==> config.mk <==
export PLATFORM = sky130hd
export DESIGN_NAME = mem_arbiter_flat
export DESIGN_NICKNAME = d
export VERILOG_FILES = /design/src/rtl/mem_arbiter_if.sv /design/src/rtl/mem_arbiter.sv /design/src/flat_wrapper.sv
export SDC_FILE = /design/constraint.sdc
export NUM_CORES = 1
export LEC_CHECK = 0
export ABC_AREA = 1
export CAP_MARGIN = 20
export CORE_MARGIN = 4
export CORE_UTILIZATION = 33
export CTS_BUF_LIST = sky130_fd_sc_hd__clkbuf_8
export DETAILED_ROUTE_END_ITERATION = 16
export PLACE_DENSITY_LB_ADDON = 0.2
export SETUP_SLACK_MARGIN = 0.1
export SYNTH_ARGS = -nofsm -noshare
export SYNTH_HDL_FRONTEND = slang
export SYNTH_SLANG_ARGS = --single-unit
export TNS_END_PERCENT = 20
==> constraint.sdc <==
create_clock -name clk -period 3 [get_ports clk]
set_clock_uncertainty 0.15 [all_clocks]
set_input_delay 0.3 -clock clk [delete_from_list [all_inputs] [get_ports clk]]
set_output_delay 0.3 -clock clk [all_outputs]
set_load 0.1 [all_outputs]
==> src/rtl/mem_arbiter_if.sv <==
// Bus bundle between the two memory requesters, the arbiter and the memory macro.
// slave = arbiter side; master = requesters plus memory side.
interface mem_arbiter_if #(
  parameter int ADDR_W = 32,
  parameter int DATA_W = 32
);
  logic              m0_req;
  logic              m0_we;
  logic [ADDR_W-1:0] m0_addr;
  logic [DATA_W-1:0] m0_wdata;
  logic              m0_gnt;
  logic              m0_done;
  logic [DATA_W-1:0] m0_rdata;

  logic              m1_req;
  logic              m1_we;
  logic [ADDR_W-1:0] m1_addr;
  logic [DATA_W-1:0] m1_wdata;
  logic              m1_gnt;
  logic              m1_done;
  logic [DATA_W-1:0] m1_rdata;

  logic              mem_en;
  logic              mem_we;
  logic [ADDR_W-1:0] mem_addr;
  logic [DATA_W-1:0] mem_wdata;
  logic [DATA_W-1:0] mem_rdata;

  modport slave (
    input  m0_req, m0_we, m0_addr, m0_wdata,
    output m0_gnt, m0_done, m0_rdata,
    input  m1_req, m1_we, m1_addr, m1_wdata,
    output m1_gnt, m1_done, m1_rdata,
    output mem_en, mem_we, mem_addr, mem_wdata,
    input  mem_rdata
  );

  modport master (
    output m0_req, m0_we, m0_addr, m0_wdata,
    input  m0_gnt, m0_done, m0_rdata,
    output m1_req, m1_we, m1_addr, m1_wdata,
    input  m1_gnt, m1_done, m1_rdata,
    input  mem_en, mem_we, mem_addr, mem_wdata,
    output mem_rdata
  );
endinterface

==> src/rtl/mem_arbiter.sv <==
// Two-port arbiter for the shared instruction/data memory: one transaction in flight,
// fixed MEM_LATENCY read return. Define ARB_ROUND_ROBIN_EN for round-robin contention.
module mem_arbiter #(
  parameter int ADDR_W      = 32,
  parameter int DATA_W      = 32,
  parameter int MEM_LATENCY = 1
) (
  input logic          clk,
  input logic          reset,
  mem_arbiter_if.slave bus
);
  localparam int CNT_W = (MEM_LATENCY > 1) ? $clog2(MEM_LATENCY) : 1;
  localparam logic [CNT_W-1:0] CNT_LOAD = CNT_W'(MEM_LATENCY - 1);

  typedef enum logic {IDLE, WAIT} state_t;

  state_t            state;
  logic [CNT_W-1:0]  cnt;
  logic              port_q;
  logic              we_q;
  logic [DATA_W-1:0] rdata0_q;
  logic [DATA_W-1:0] rdata1_q;

  logic              any_req;
  logic              win;
  logic              grant;
  logic              done;
  logic              win_we;
  logic [ADDR_W-1:0] win_addr;
  logic [DATA_W-1:0] win_wdata;

`ifdef ARB_ROUND_ROBIN_EN
  logic last_q;
  // On contention the port that was not granted last wins.
  always_comb win = (bus.m0_req && bus.m1_req) ? ~last_q : bus.m1_req;
`else
  always_comb win = ~bus.m0_req;
`endif

  always_comb begin
    any_req   = bus.m0_req | bus.m1_req;
    grant     = (state == IDLE) && any_req && !reset;
    done      = (state == WAIT) && (cnt == '0) && !reset;
    win_we    = win ? bus.m1_we    : bus.m0_we;
    win_addr  = win ? bus.m1_addr  : bus.m0_addr;
    win_wdata = win ? bus.m1_wdata : bus.m0_wdata;
  end

  // Grant cycle: memory is driven straight from the winner's request fields.
  always_comb begin
    bus.m0_gnt    = grant && !win;
    bus.m1_gnt    = grant && win;
    bus.mem_en    = grant;
    bus.mem_we    = grant && win_we;
    bus.mem_addr  = grant ? win_addr  : '0;
    bus.mem_wdata = grant ? win_wdata : '0;
    bus.m0_done   = done && !port_q;
    bus.m1_done   = done && port_q;
    bus.m0_rdata  = (done && !port_q && !we_q) ? bus.mem_rdata : rdata0_q;
    bus.m1_rdata  = (done && port_q && !we_q)  ? bus.mem_rdata : rdata1_q;
  end

  always_ff @(posedge clk or posedge reset) begin
    if (reset) begin
      state    <= IDLE;
      cnt      <= '0;
      port_q   <= 1'b0;
      we_q     <= 1'b0;
      rdata0_q <= '0;
      rdata1_q <= '0;
`ifdef ARB_ROUND_ROBIN_EN
      last_q   <= 1'b1;
`endif
    end else begin
      case (state)
        IDLE: begin
          if (any_req) begin
            state  <= WAIT;
            cnt    <= CNT_LOAD;
            port_q <= win;
            we_q   <= win_we;
`ifdef ARB_ROUND_ROBIN_EN
            last_q <= win;
`endif
          end
        end
        WAIT: begin
          if (cnt != '0) begin
            cnt <= cnt - CNT_W'(1);
          end else begin
            state <= IDLE;
            // Keep the returned word so mN_rdata holds across later writes.
            if (!we_q) begin
              if (port_q) rdata1_q <= bus.mem_rdata;
              else        rdata0_q <= bus.mem_rdata;
            end
          end
        end
        default: state <= IDLE;
      endcase
    end
  end
endmodule

==> src/flat_wrapper.sv <==
// flat-port wrapper written by rule: the top's interface ports become plain ports
module mem_arbiter_flat 
#(
  parameter int ADDR_W      = 32,
  parameter int DATA_W      = 32,
  parameter int MEM_LATENCY = 1
)
  (clk, reset, bus_m0_req, bus_m0_we, bus_m0_addr, bus_m0_wdata, bus_m0_gnt, bus_m0_done, bus_m0_rdata, bus_m1_req, bus_m1_we, bus_m1_addr, bus_m1_wdata, bus_m1_gnt, bus_m1_done, bus_m1_rdata, bus_mem_en, bus_mem_we, bus_mem_addr, bus_mem_wdata, bus_mem_rdata);
  mem_arbiter_if #(.ADDR_W(ADDR_W), .DATA_W(DATA_W)) bus_i ();
  input logic clk;
  input logic reset;
  input wire logic [$bits(bus_i.m0_req)-1:0] bus_m0_req;
  input wire logic [$bits(bus_i.m0_we)-1:0] bus_m0_we;
  input wire logic [$bits(bus_i.m0_addr)-1:0] bus_m0_addr;
  input wire logic [$bits(bus_i.m0_wdata)-1:0] bus_m0_wdata;
  output wire logic [$bits(bus_i.m0_gnt)-1:0] bus_m0_gnt;
  output wire logic [$bits(bus_i.m0_done)-1:0] bus_m0_done;
  output wire logic [$bits(bus_i.m0_rdata)-1:0] bus_m0_rdata;
  input wire logic [$bits(bus_i.m1_req)-1:0] bus_m1_req;
  input wire logic [$bits(bus_i.m1_we)-1:0] bus_m1_we;
  input wire logic [$bits(bus_i.m1_addr)-1:0] bus_m1_addr;
  input wire logic [$bits(bus_i.m1_wdata)-1:0] bus_m1_wdata;
  output wire logic [$bits(bus_i.m1_gnt)-1:0] bus_m1_gnt;
  output wire logic [$bits(bus_i.m1_done)-1:0] bus_m1_done;
  output wire logic [$bits(bus_i.m1_rdata)-1:0] bus_m1_rdata;
  output wire logic [$bits(bus_i.mem_en)-1:0] bus_mem_en;
  output wire logic [$bits(bus_i.mem_we)-1:0] bus_mem_we;
  output wire logic [$bits(bus_i.mem_addr)-1:0] bus_mem_addr;
  output wire logic [$bits(bus_i.mem_wdata)-1:0] bus_mem_wdata;
  input wire logic [$bits(bus_i.mem_rdata)-1:0] bus_mem_rdata;
  assign bus_i.m0_req = bus_m0_req;
  assign bus_i.m0_we = bus_m0_we;
  assign bus_i.m0_addr = bus_m0_addr;
  assign bus_i.m0_wdata = bus_m0_wdata;
  assign bus_m0_gnt = bus_i.m0_gnt;
  assign bus_m0_done = bus_i.m0_done;
  assign bus_m0_rdata = bus_i.m0_rdata;
  assign bus_i.m1_req = bus_m1_req;
  assign bus_i.m1_we = bus_m1_we;
  assign bus_i.m1_addr = bus_m1_addr;
  assign bus_i.m1_wdata = bus_m1_wdata;
  assign bus_m1_gnt = bus_i.m1_gnt;
  assign bus_m1_done = bus_i.m1_done;
  assign bus_m1_rdata = bus_i.m1_rdata;
  assign bus_mem_en = bus_i.mem_en;
  assign bus_mem_we = bus_i.mem_we;
  assign bus_mem_addr = bus_i.mem_addr;
  assign bus_mem_wdata = bus_i.mem_wdata;
  assign bus_i.mem_rdata = bus_mem_rdata;
  mem_arbiter #(.ADDR_W(ADDR_W), .DATA_W(DATA_W), .MEM_LATENCY(MEM_LATENCY)) u_core (.clk(clk), .reset(reset), .bus(bus_i));
endmodule
==> results of run 1 <==
power breakdown:
part	switching (mW)	internal [mW]	total, mW
registers	0.236	1.29	1.52
clock network	0.349	0.466	0.815
logic	4.41	2.20	6.61
cells by family after synthesis:
group,after synthesis
simple gates,405
compound gates,130
buf+inv,95
flops,67
worst max-delay path: stages:
cell and delay, ns:
clkdlybuf4s50_1 0.61, inv_4 0.10, nand2_1 0.29, buf_12 0.22
nand2_1 0.07, nand2_1 0.11, buf_12 0.18
area by class of cell:
class | count | area (um2)
Fill cell | 1042 | 3750
Clock inverter | 6 | 90.1
Clock buffer | 9 | 124
Sequential cell | 67 | 1680
Inverter | 41 | 156
Timing Repair Buffer | 313 | 4480
Multi-Input combinational cell | 535 | 2330
Tap cell | 172 | 215
state kept, by name, summed over array words and instances, names as in the netlist:
signal and count:
u_core.port_q 1, u_core.rdata0_q 32, u_core.rdata1_q 32, u_core.state 1
u_core.we_q 1
routing by layer:
metal	GRT usage [%]	part of all wire, %
met1	29.3	37
met2	41.8	53
met3	6.59	8.1
met4	7.54	2.0
met5	0	0.036
how the worst min path moves through the flow:
stage,endpoint,start,depth (start not counted),slack (ns)
finish,u_core.we_q,reset,2,0.17
global placement,u_core.rdata1_q[16],u_core.rdata1_q[16],2,0.32
detailed placement,u_core.rdata1_q[30],u_core.rdata1_q[30],2,0.32
global route,u_core.we_q,reset,2,0.18
floorplan,u_core.rdata0_q[0],u_core.rdata0_q[0],2,0.30
CTS,u_core.we_q,reset,2,0.16
through the flow:
step	worst slack, ns	hold WS [ns]	util, %	instances
2_1_floorplan	-0.226	0.303	-	697
3_3_place_gp	0.640	0.317	69.1	1128
3_5_place_dp	0.616	0.323	69.1	1128
4_1_cts	0.619	0.155	70.8	1143
5_1_grt	0.509	0.184	70.8	1143
6_report	0.635	0.167	70.8	1143
cell usage in the layout (no fill, tap or decap):
cell type,instances
nand2_1,330
clkdlybuf4s50_1,164
buf_12,138
dfrtp_1,67
a21oi_1,66
o21ai_0,64
inv_1,36
nand4_1,33
nand3_1,32
buf_4,10
clkbuf_8,9
inv_2,4
nand3_2,4
nor2_1,2
nor3_1,2
bufinv_16,2
inv_4,1
nor2_4,1
nor2_2,1
clkinv_2,1
clkinvlp_4,1
inv_6,1
clkinv_4,1
buf_2,1
==> summary.md, run 1 <==
| Metric | Value |
|---|---|
| Status | `complete, no violations` |
| Final period util | `78.8%` |
| Power Density | `986 nW/um2` |
| Die width | `roughly 120 um` |
| Via density | `4.89` |
| Die height | `123 um` |
| Library cell with the largest summed area after synthesis | `dfrtp_1` |
| CTS buffer count | `9` |
| Fmax | `0.423 GHz` |
| Worst setup path end | `bus_m1_rdata[7]` |
| Routed via count | `about 5600` |
| Clock slew at reported path FFs | `0.06 ns` |
| Net count after synthesis | `863` |
| Initial antenna violation count | `1` |
| CP Data Required Time | `2.55 ns` |
| Worst r2r dst | `u_core.rdata1_q[8]` |
| DRC Markers | `0` |
| Overall routing resource usage | `24.2%` |
| Crit path max fanout | `26` |
| Post-synth ARST share | `100%` |
| Combinational family with the most area after synthesis | `simple AND/OR/NAND/NOR gates` |
| Port Buf Inserts | `299` |
| Synth Area in XOR/XNOR | `0%` |
| Synth Area in Simple Gates | `38.1%` |
| First-pass GRT wire length | `28.6 mm` |
| Final Power | `8.95 mW` |
| Seq/Total Area, Yosys | `between 30% and 40%` |
| Main area contributors after synthesis | `dfrtp_1 (38%), nand2_1 (28%), a21oi_1 (7.5%)` |
| Max_slew headroom | `66.3%` |
| Maximum VDD drop | `0.654 mV` |
| Syn Inst Count | `between 600 and 700` |
| Kind of critical path | `input pin to primary output` |
| LEAKAGE | `4.26 nW` |
| CTS Root Cell | `clkbuf_8` |
| Hpwl dp | `between 15 and 20 mm` |
| Nets | `between 1000 and 1500` |
| WL/cell | `16.8 um` |
| Avg Cell Area, Syn | `6.31 um2` |
| Synth-to-layout area growth | `107%` |
| Total grt overflow | `0` |
| Max Slew Vio Count | `0` |
| R2R depth | `4` |
| Hold WC Path Type | `input pin to async pin` |
| Starting Density | `34.3%` |
| Iteration-0 DRC Markers | `454` |
| Post-synthesis mux area share | `0%` |
| Cts repair resizes | `0` |
| Count leader, synth | `nand2_1` |
| Mapped Area | `about 4400 um2` |
| N_diodes | `0` |
| Post-CTS setup buffers | `0` |
| RSZ-0062 raised after global routing | `no` |
| CTS tree | `yes` |
| Post-synthesis compound-gate area fraction | `14.8%` |
| Post-synth top cells | `nand2_1 (330), dfrtp_1 (67), a21oi_1 (66)` |
| Launching point of the worst reg2reg path | `u_core.we_q` |
| Register-to-register setup slack | `1.06 ns` |
| Dpl cell area | `8860 um2` |
| CTS max path bufs | `2` |
| Max Cap Violations | `0` |
| Post-synthesis adder-cell area fraction | `0%` |
| CP endpoint kind | `primary output` |
| H-tree levels | `3` |
| Clk sink count | `67` |
| RePlAce Congestion | `0.811` |
| Core Area | `roughly 13000 um2` |
| Hold buffer count at CTS | `0` |
| Share of cells above drive strength 1 | `18.0%` |
| Synthesis-stage register bit count | `67` |
| Synth cell types | `17` |
| Final ANT Viol Nets | `0` |
| Worst-Skew Late Latency | `0.33 ns` |
| Final Hold Vio Count | `0` |
| Final Setup Violations | `0` |
| Worst Tran Pin Value | `0.501 ns` |
| Startpoint Class | `input pin` |
| Synth warn | `0` |
| Num rows | `41` |
| Number of global-route vias before repair | `5349` |
| Setup TNS | `0 ns` |
| CP Launch Point | `reset` |
| Fin crit period | `around 2.4 ns` |
| EDFF count, synth | `0` |
| Num ports | `300` |
| Primary FF master, synth | `dfrtp_1` |
| Drt total wl | `19.2 mm` |
| Pre-antenna DRT Iters | `5` |
| Final instance area | `between 9000 and 10000 um2` |
| Die ar. | `between 15000 and 20000 um2` |
| Largest net degree at the start of global routing | `82` |
| CP arrival | `1.92 ns` |
| Synth top area share | `38.1%` |
Note: power is estimated with default switching activity, not from simulation.
==> run 2, diff against run 1 <==
--- a/config.mk
+++ b/config.mk
@@ -8,7 +8,7 @@
 export ABC_AREA = 1
 export CAP_MARGIN = 20
 export CORE_MARGIN = 4
-export CORE_UTILIZATION = 33
+export CORE_UTILIZATION = 37
 export CTS_BUF_LIST = sky130_fd_sc_hd__clkbuf_8
 export DETAILED_ROUTE_END_ITERATION = 16
 export PLACE_DENSITY_LB_ADDON = 0.2
==> constraint.sdc (replaced) <==
create_clock -name clk -period 2.4 [get_ports clk]
set_clock_uncertainty 0.15 [all_clocks]
set_input_delay 0.24 -clock clk [delete_from_list [all_inputs] [get_ports clk]]
set_output_delay 0.24 -clock clk [all_outputs]
set_load 0.1 [all_outputs]
==> run 2 against run 1 <==
Compared with the run above:
- first-iteration DRC count increased by 37%
- flip-flop and latch count unchanged
- count of clock-buffer cells in the layout increased by 1
- critical endpoint is now bus_mem_addr[8]
- largest power group unchanged
==> summary.md, run 2 (synthesis results as in run 1) <==
| Metric | Value |
|---|---|
| Status | `complete, no violations (unchanged)` |
| DRC Markers | `0 (unchanged)` |
| Register-to-register setup slack | `0.71 ns (was 1.06 ns)` |
| Max Cap Violations | `0 (unchanged)` |
| Overall routing resource usage | `29.3% (was 24.2%)` |
| CTS Root Cell | `clkbuf_8 (unchanged)` |
| Final Hold Vio Count | `0 (unchanged)` |
| Drt total wl | `20.9 mm (was 19.2 mm)` |
| Final period util | `95.5%` |
| Routed via count | `5863 (was 5585)` |
| Setup TNS | `0 ns (unchanged)` |
| Hold Crit Start | `bus_m0_req` |
| CTS buffer count | `9 (unchanged)` |
| Worst Hold Endpoint | `u_core.port_q` |
| Total grt overflow | `0 (unchanged)` |
| WL/cell | `18.5 um (was 16.8 um)` |
| R2R depth | `5 (was 4)` |
| Commonest cells after routing, fill and taps aside | `nand2_1 (330), clkdlybuf4s50_1 (164), buf_12 (141) (was nand2_1 (330), clkdlybuf4s50_1 (164), buf_12 (138))` |
| Die width | `117 um (was 123 um)` |
| CP arrival | `1.90 ns (was 1.92 ns)` |
| Final Util | `79.9% (was 70.8%)` |
| Pre-antenna DRT Iters | `5 (unchanged)` |
| Number of global-route vias before repair | `5698 (was 5349)` |
| Hpwl dp | `16.3 mm (was 15.2 mm)` |
| CTS max path bufs | `2 (unchanged)` |
| Gr busiest metal | `met2 (unchanged)` |
| First-pass GRT wire length | `30.6 mm (was 28.6 mm)` |
| Worst r2r dst | `u_core.rdata0_q[13] (was u_core.rdata1_q[8])` |
| Hold Crit Depth | `4` |
| Worst Tran Pin Value | `0.580 ns (was 0.501 ns)` |
| Met2 Track Usage GR | `49.8% (was 41.8%)` |
| Final worst setup slack | `0.107 ns (was 0.635 ns)` |
| Hold Worst Slack | `0.186 ns (was 0.167 ns)` |
| Initial antenna violation count | `3 (was 1)` |
| Post-CTS setup buffers | `0 (unchanged)` |
| Nets | `1144 (was 1133)` |
| Final Setup Violations | `0 (unchanged)` |
| Synth-to-layout area growth | `109% (was 107%)` |
| H-tree levels | `3 (unchanged)` |
| Die height | `117 um (was 123 um)` |
| Fmax | `0.436 GHz` |
| LEAKAGE | `4.33 nW (was 4.26 nW)` |
| Most common cell after layout, fill and taps aside | `nand2_1 (unchanged)` |
| Iteration-0 DRC Markers | `623 (was 454)` |
| Met1 usage | `34.6% (was 29.3%)` |
| Num rows | `39 (was 41)` |
| Largest net degree at the start of global routing | `75 (was 82)` |
| Power Density | `1220 nW/um2 (was 986 nW/um2)` |
| Pre-CTS WS | `0.158 ns (was 0.616 ns)` |
| Max Slew Vio Count | `0 (unchanged)` |
| CP Data Required Time | `2.01 ns (was 2.55 ns)` |
| Max_slew headroom | `61.3% (was 66.3%)` |
| Grt met3 use | `7.61% (was 6.59%)` |
| Fin crit period | `about 2.3 ns` |
| Hold WC Path Type | `input pin to flop (was input pin to async pin)` |
| Clk sink count | `67 (unchanged)` |
| # fillers | `731 (was 1042)` |
| Clock slew at reported path FFs | `0.07 ns (was 0.06 ns)` |
| Share of cells above drive strength 1 | `19.8% (was 18.0%)` |
| Via density | `5.19 (was 4.89)` |
| Worst-Skew Late Latency | `0.33 ns (about the same)` |
| RSZ-0062 raised after global routing | `yes (was no)` |
| Final ANT Viol Nets | `0 (unchanged)` |
| Num ports | `300 (unchanged)` |
| CTS tree | `yes (unchanged)` |
| Port Buf Inserts | `299 (unchanged)` |
| Largest registers | `u_core.rdata0_q: 32 flops, u_core.rdata1_q: 32 flops (unchanged)` |
| Kind of critical path | `flop to primary output (was input pin to primary output)` |
| RePlAce Congestion | `0.924 (was 0.811)` |
| Die ar. | `13700 um2 (was 15200 um2)` |
| Core Area | `11500 um2 (was 12800 um2)` |
| Startpoint Class | `flop (was input pin)` |
| Maximum VDD drop | `0.822 mV (was 0.654 mV)` |
| Launching point of the worst reg2reg path | `u_core.we_q (unchanged)` |
| CP endpoint kind | `primary output (unchanged)` |
| Crit path max fanout | `26 (unchanged)` |
| Starting Density | `38.2% (was 34.3%)` |
## run 2: changes by cell type in the layout (fill, tap and decap cells not counted), moves of 2 or more
cell / previous run / this run
a21oi_1: 66 / 60
buf_12: 138 / 141
diode_2: 0 / 3
clkinv_2: 1 / 4
a21oi_2: 0 / 6
buf_4: 10 / 16
inv_2: 4 / 2
## run 2: worst max-delay path by stage
stage	cells after the start	slack, ns	startpoint	end
after floorplan	2	-0.54	u_core.state	bus_m0_done
final	6	0.11	u_core.state	bus_mem_addr[8]
after CTS	6	0.08	u_core.state	bus_mem_addr[4]
after global routing	6	0.04	u_core.state	bus_mem_wdata[4]
after global placement	7	0.14	bus_m1_req	bus_mem_wdata[31]
after detailed placement	6	0.16	reset	bus_mem_wdata[31]
## run 2: metrics by stage
step                      total power [mW]  instances  instance area, um2
after CTS                             11.2       1126                9160
final                                 11.2       1129                9210
after detailed placement              10.3       1110                8950
after floorplan                       6.96        697                4400
after global routing                  11.6       1129                9210
after global placement                10.2       1110                8950
## run 2: power breakdown
group	internal [mW]	total [mW]	switching, mW
registers	1.61	1.88	0.274
logic	2.79	8.38	5.58
clock network	0.509	0.956	0.447
total	4.91	11.2	6.31
## run 2: layout make-up
| cell class | count | area (um2) | share of cell area [%] |
|---|---|---|---|
| Timing Repair Buffer | 324 | 4620 | 50.1 |
| Inverter | 41 | 160 | 1.74 |
| Clock buffer | 10 | 138 | 1.49 |
| Antenna cell | 3 | 7.51 | 0.0815 |
| Multi-Input combinational cell | 535 | 2370 | 25.7 |
| Tap cell | 143 | 179 | 1.94 |
| Clock inverter | 6 | 62.6 | 0.680 |
| Sequential cell | 67 | 1680 | 18.2 |
## run 2: timing repair
action / CTS / global route
gates resized for setup: 3 / 11
endpoints found under the hold margin: 0 / 0
hold buffers: 0 / 0
endpoints found under the setup margin: 19 / 73
cloned: 0 / 0
## run 2: routing by layer
| metal | routed length (um) | up-vias |
|---|---|---|
| li1 | - | 2812 |
| met1 | 7170 | 2701 |
| met2 | 11000 | 299 |
| met3 | 1830 | 51 |
| met4 | 934 | 0 |
| met5 | 0 | - |
## run 2: worst max-delay path, stage by stage, from the launching register on
cell and delay (ns):
dfrtp_2 0.45, inv_2 0.18, nand3_2 0.13, buf_12 0.19, buf_12 0.15, a21oi_1 0.25
buf_12 0.22
==> run 3, diff against run 2 <==
--- a/config.mk
+++ b/config.mk
@@ -10,8 +10,9 @@
 export CORE_MARGIN = 4
 export CORE_UTILIZATION = 37
 export CTS_BUF_LIST = sky130_fd_sc_hd__clkbuf_8
+export CTS_CLUSTER_SIZE = 12
 export DETAILED_ROUTE_END_ITERATION = 16
-export PLACE_DENSITY_LB_ADDON = 0.2
+export PLACE_DENSITY = 0.86
 export SETUP_SLACK_MARGIN = 0.1
 export SYNTH_ARGS = -nofsm -noshare
 export SYNTH_HDL_FRONTEND = slang
==> run 3 against run 2 <==
Compared with the run above:
- wire length fell by 5.4%
- via count fell by 1.6%
- worst setup slack improved by 0.079 ns
- combinational power fell by 0.5%
- largest cell class unchanged
==> summary.md, run 3 (synthesis results as in run 1) <==
| Metric | Value |
|---|---|
| Final instance area | `9150 um2 (was 9210 um2)` |
| Max Slew Vio Count | `0 (unchanged)` |
| Synth-to-layout area growth | `108% (was 109%)` |
| Maximum VDD drop | `0.623 mV (was 0.822 mV)` |
| H-tree levels | `3 (unchanged)` |
| CP Data Required Time | `2.01 ns (about the same)` |
| Overall routing resource usage | `28.6% (was 29.3%)` |
| Port Buf Inserts | `299 (unchanged)` |
| Crit path max fanout | `20 (was 26)` |
| Final Hold Vio Count | `0 (unchanged)` |
| CTS Root Cell | `clkbuf_8 (unchanged)` |
| Iteration-0 DRC Markers | `403 (was 623)` |
| Startpoint Class | `flop (unchanged)` |
| Worst Tran Pin Value | `0.375 ns (was 0.580 ns)` |
| Largest net degree at the start of global routing | `72 (was 75)` |
| Area of the multi-input gates | `2350 um2 (was 2370 um2)` |
| N_diodes | `0 (was 3)` |
| Hpwl dp | `15.9 mm (was 16.3 mm)` |
| Hold Worst Slack | `0.305 ns (was 0.186 ns)` |
| Pre-antenna DRT Iters | `5 (unchanged)` |
| First-pass GRT wire length | `30.4 mm (was 30.6 mm)` |
| Most common cell after layout, fill and taps aside | `nand2_1 (unchanged)` |
| CP endpoint kind | `primary output (unchanged)` |
| Status | `complete, no violations (unchanged)` |
| Number of global-route vias before repair | `5821 (was 5698)` |
| Reg area | `1680 um2 (unchanged)` |
| CTS tree | `yes (unchanged)` |
| Final worst setup slack | `0.186 ns (was 0.107 ns)` |
| Fmax | `0.452 GHz (was 0.436 GHz)` |
| Hold WC Path Type | `input pin to flop (unchanged)` |
| RSZ-0062 raised after global routing | `yes (unchanged)` |
| Commonest cells after routing, fill and taps aside | `nand2_1 (330), clkdlybuf4s50_1 (164), buf_12 (140) (was nand2_1 (330), clkdlybuf4s50_1 (164), buf_12 (141))` |
| Pre-CTS WS | `0.174 ns (was 0.158 ns)` |
| Num ports | `300 (unchanged)` |
| Core Area | `11500 um2 (unchanged)` |
| LEAKAGE | `4.31 nW (was 4.33 nW)` |
| Starting Density | `38.2% (unchanged)` |
| Kind of critical path | `flop to primary output (unchanged)` |
| RePlAce Congestion | `0.894 (was 0.924)` |
| Drt total wl | `19.8 mm (was 20.9 mm)` |
| CTS buffer count | `9 (unchanged)` |
| Worst-path cell chain | `inv_2 -> nand3_2 -> buf_4 -> a21oi_1 -> buf_12 (was inv_2 -> nand3_2 -> buf_12 -> buf_12 -> a21oi_1 -> buf_12)` |
| Routed via count | `5767 (was 5863)` |
| Final Util | `79.5% (was 79.9%)` |
| Dpl cell area | `8900 um2 (was 8950 um2)` |
| Nets | `1139 (was 1144)` |
| Final Setup Violations | `0 (unchanged)` |
| Num rows | `39 (unchanged)` |
| Worst-Skew Late Latency | `0.34 ns (was 0.33 ns)` |
| Clk sink count | `67 (unchanged)` |
| Share of cells above drive strength 1 | `18.9% (was 19.8%)` |
| Max_slew headroom | `75.0% (was 61.3%)` |
| Initial antenna violation count | `0 (was 3)` |
| Via density | `5.14 (was 5.19)` |
| Cells after DPL | `1105 (was 1110)` |
| # fillers | `730 (was 731)` |
| Final ANT Viol Nets | `0 (unchanged)` |
| Final Power | `11.3 mW (was 11.2 mW)` |
| Clock slew at reported path FFs | `0.07 ns (about the same)` |
| CP arrival | `1.82 ns (was 1.90 ns)` |
| CTS max path bufs | `2 (unchanged)` |
| Power Density | `1230 nW/um2 (was 1220 nW/um2)` |
| Critical path's slowest cell | `dfrtp_2 (unchanged)` |
| WP buf/inv | `3 (was 4)` |
| Slowest Stage Delay on Critical Path | `0.45 ns (about the same)` |
| Total grt overflow | `0 (unchanged)` |
| DRC Markers | `0 (unchanged)` |
| Largest registers | `u_core.rdata0_q: 32 flops, u_core.rdata1_q: 32 flops (unchanged)` |
| Worst path top cell family by delay | `buffers and inverters (unchanged)` |
| Die height | `117 um (unchanged)` |
| Die ar. | `13700 um2 (unchanged)` |
| Final period util | `92.3% (was 95.5%)` |
| Setup TNS | `0 ns (unchanged)` |
| WL/cell | `17.6 um (was 18.5 um)` |
| Die width | `117 um (unchanged)` |
| Fin crit period | `2.21 ns (was 2.29 ns)` |
| Max Cap Violations | `0 (unchanged)` |
| Final Non-Filler Cells | `1121 (was 1129)` |
==> run 3: changes by cell type in the layout (fill, tap and decap cells not counted) <==
cell,previous run,this run
clkinv_2,4,3
buf_4,16,12
diode_2,3,0
inv_4,2,0
a21oi_1,60,65
bufinv_16,1,2
buf_12,141,140
inv_2,2,4
a21oi_2,6,1
==> run 3: worst paths after layout <==
check	slack, ns	depth (start not counted)	startpoint	endpoint
max	0.19	5	u_core.state	bus_mem_wdata[4]
min	0.31	5	bus_m0_req	u_core.state
max reg2reg	0.64	6	u_core.we_q	u_core.rdata0_q[1]
min reg2reg	0.34	2	u_core.rdata0_q[30]	u_core.rdata0_q[30]
max in group asynchronous	1.48	3	reset	u_core.state
min in group asynchronous	0.34	3	reset	u_core.rdata0_q[13]
==> run 3: repair_timing <==
action	in CTS	in global routing
gates resized for setup	1	5
hold buffers	0	0
buffers inserted	0	0
gates cloned	0	0
endpoints found under the setup margin	7	53
==> run 3: per-layer routing <==
metal / wire length, um / global-route usage [%]
met1: 6590 / 30.3
met2: 10500 / 51.3
met3: 1680 / 8.59
met4: 1040 / 14.2
met5: 0 / 0
==> run 3: where the power goes <==
group / leakage (nW) / total (mW) / internal [mW] / switching, mW
Sequential: 0.824 / 1.90 / 1.61 / 0.293
Clock: 0.117 / 1.05 / 0.615 / 0.436
Combinational: 3.37 / 8.34 / 2.78 / 5.56
Total: 4.31 / 11.3 / 5.01 / 6.29
==> run 3: worst min-delay path: stages <==
cell,delay (ns)
buf_2,0.16
inv_2,0.09
nand2_1,0.08
nand2_1,0.11
inv_1,0.06
==> run 3: area by class of cell <==
type,count,share of cell area (%)
Timing Repair Buffer,319,49.9
Multi-Input combinational cell,535,25.7
Sequential cell,67,18.3
Tap cell,143,1.96
Inverter,41,1.70
Clock buffer,10,1.50
Clock inverter,6,0.957
==> RTL change: new RTL, settings of run 1 <==
`ADDR_W` is set to 32 in 3 places; all go to 64.
--- a/src/rtl/mem_arbiter_if.sv
+++ b/src/rtl/mem_arbiter_if.sv
@@ -1,7 +1,7 @@
 // Bus bundle between the two memory requesters, the arbiter and the memory macro.
 // slave = arbiter side; master = requesters plus memory side.
 interface mem_arbiter_if #(
-  parameter int ADDR_W = 32,
+  parameter int ADDR_W = 64,
   parameter int DATA_W = 32
 );
   logic              m0_req;
--- a/src/rtl/mem_arbiter.sv
+++ b/src/rtl/mem_arbiter.sv
@@ -1,7 +1,7 @@
 // Two-port arbiter for the shared instruction/data memory: one transaction in flight,
 // fixed MEM_LATENCY read return. Define ARB_ROUND_ROBIN_EN for round-robin contention.
 module mem_arbiter #(
-  parameter int ADDR_W      = 32,
+  parameter int ADDR_W      = 64,
   parameter int DATA_W      = 32,
   parameter int MEM_LATENCY = 1
 ) (
--- a/src/flat_wrapper.sv
+++ b/src/flat_wrapper.sv
@@ -1,7 +1,7 @@
 // flat-port wrapper written by rule: the top's interface ports become plain ports
 module mem_arbiter_flat 
 #(
-  parameter int ADDR_W      = 32,
+  parameter int ADDR_W      = 64,
   parameter int DATA_W      = 32,
   parameter int MEM_LATENCY = 1
 )
Interface: changed (resized bus_m0_addr, bus_m1_addr and bus_mem_addr); port bits go from 300 to 396. The function was not compared with the original's and may differ.
==> RTL change against run 1 <==
- setup slack got worse by 0.20 ns
- sequential cell count unchanged
- hold slack improved by 0.17 ns
- design area rose by 19%
- area after synthesis up 12%
- global-route usage is 7.7 points higher
- combinational power is 8.5% higher
- wire length up 47%
- register-to-register slack gained 0.10 ns
- via count is 24% higher
- fmax decreased by 7.7%
- total power is 4.4% higher
- critical endpoint is now bus_mem_addr[31]
==> RTL change: results (changes against run 1) <==
[finish]
fill_cells=1078  ; was 1,042
nets=1390  ; was 1,133
drive_gt1_frac=0.1897  ; was 0.1802

[yosys]
yosysUniqueCellTypes=20  ; was 17
synth.yosys.seq_area_share=0.3402  ; was 0.3814
synth_nets=1034  ; was 863
synth_area_leaders=dfrtp_1, nand2_1, a21oi_1, o21ai_0, nand4_1  ; unchanged

[pwr]
switching_share=0.5747  ; was 0.5579
p_leak_nw=4.953  ; was 4.259 nW
ir_drop_v=0.0005130  ; was 0.0006540 V

[detailed_routing]
dr_total_vias=6907  ; was 5,585
drtIter0Drc=776  ; was 454

[worst_setup_path]
reg2regPathDepth=5  ; was 4
reg2reg_from=u_core.port_q  ; was u_core.we_q
critPathMaxFanout=21  ; was 26
crit_path_end=bus_mem_addr[31]  ; was bus_m1_rdata[7]
cp_data_arrival_time_ns=2.11  ; was 1.92 ns
reg2reg_to=u_core.rdata0_q[2]  ; was u_core.rdata1_q[8]

[global_routing]
grt_max_degree=101  ; was 82
antenna_found_initial=5  ; was 1
grt.total_usage=0.3189  ; was 0.2422

[outcome]
status=finished clean  ; unchanged

[placed_design]
place_congestion=1.023  ; was 0.8112
hpwl_um=23040  ; was 15,160 um

[min_path]
hold_class=reg2reg  ; was in2async

[sta]
worst_pin_slew_ns=0.6108  ; was 0.5011 ns

[RTL change: cells by family after synthesis]
logic type             count (synthesis)
DFF                                   67
AOI/OAI and AO/OA                    162
buffers and inverters                106
and+or+nand+nor                      469
[RTL change: cell type report]
| class | instances | area, um^2 | area share |
|---|---|---|---|
| Multi-Input combinational cell | 631 | 2784 | 0.2574 |
| Clock inverter | 7 | 53.80 | 0.004974 |
| Tap cell | 184 | 230.2 | 0.02128 |
| Antenna cell | 2 | 5.005 | 0.0004627 |
| Inverter | 41 | 155.1 | 0.01434 |
| Timing Repair Buffer | 410 | 5788 | 0.5351 |
| Clock buffer | 9 | 123.9 | 0.01145 |
| Sequential cell | 67 | 1677 | 0.1550 |
[RTL change: worst max-delay path, cell delays in order, from the launching register on]
cell	delay [ns]
dfrtp_1	0.46
inv_2	0.19
nand3_4	0.28
buf_4	0.32
a21oi_1	0.28
buf_12	0.22
[RTL change: worst min-delay path by stage]
stage	from	endpoint	slack, ns	depth (start not counted)
after floorplan	u_core.rdata0_q[0]	u_core.rdata0_q[0]	0.30	2
after global placement	u_core.rdata1_q[15]	u_core.rdata1_q[15]	0.32	2
after detailed placement	u_core.rdata1_q[23]	u_core.rdata1_q[23]	0.32	2
after CTS	bus_m0_req	u_core.state	0.34	5
after global routing	u_core.rdata1_q[11]	u_core.rdata1_q[11]	0.36	2
final	u_core.rdata0_q[15]	u_core.rdata0_q[15]	0.34	2
[RTL change: metrics by stage]
step                cells    util  instance area, um^2  worst slack (ns)  total power [mW]
CTS                  1349  0.7411                10810            0.4259             9.367
detailed placement   1333  0.7289                10630            0.4828             8.686
finish               1351  0.7414                10820            0.4374             9.344
global placement     1333  0.7289                10630            0.5093             8.624
floorplan             804       -                 4933         -0.003743             5.806
global route         1351  0.7414                10820            0.3351             9.662
[RTL change: routing by layer]
| layer | track usage | wire length, um |
|---|---|---|
| met3 | 0.1085 | 2922 |
| met5 | 0 | 29 |
| met2 | 0.5272 | 14190 |
| met4 | 0.1094 | 813 |
| met1 | 0.3887 | 10350 |
[RTL change: power groups by stage]
stage                     Sequential [mW]  Clock (mW)  Combinational, mW
after detailed placement             1.51           0               7.18
final                                1.50       0.676               7.17
after floorplan                      1.45           0               4.35
after global placement               1.48           0               7.14
after global routing                 1.54       0.720               7.40
after CTS                            1.49       0.686               7.19
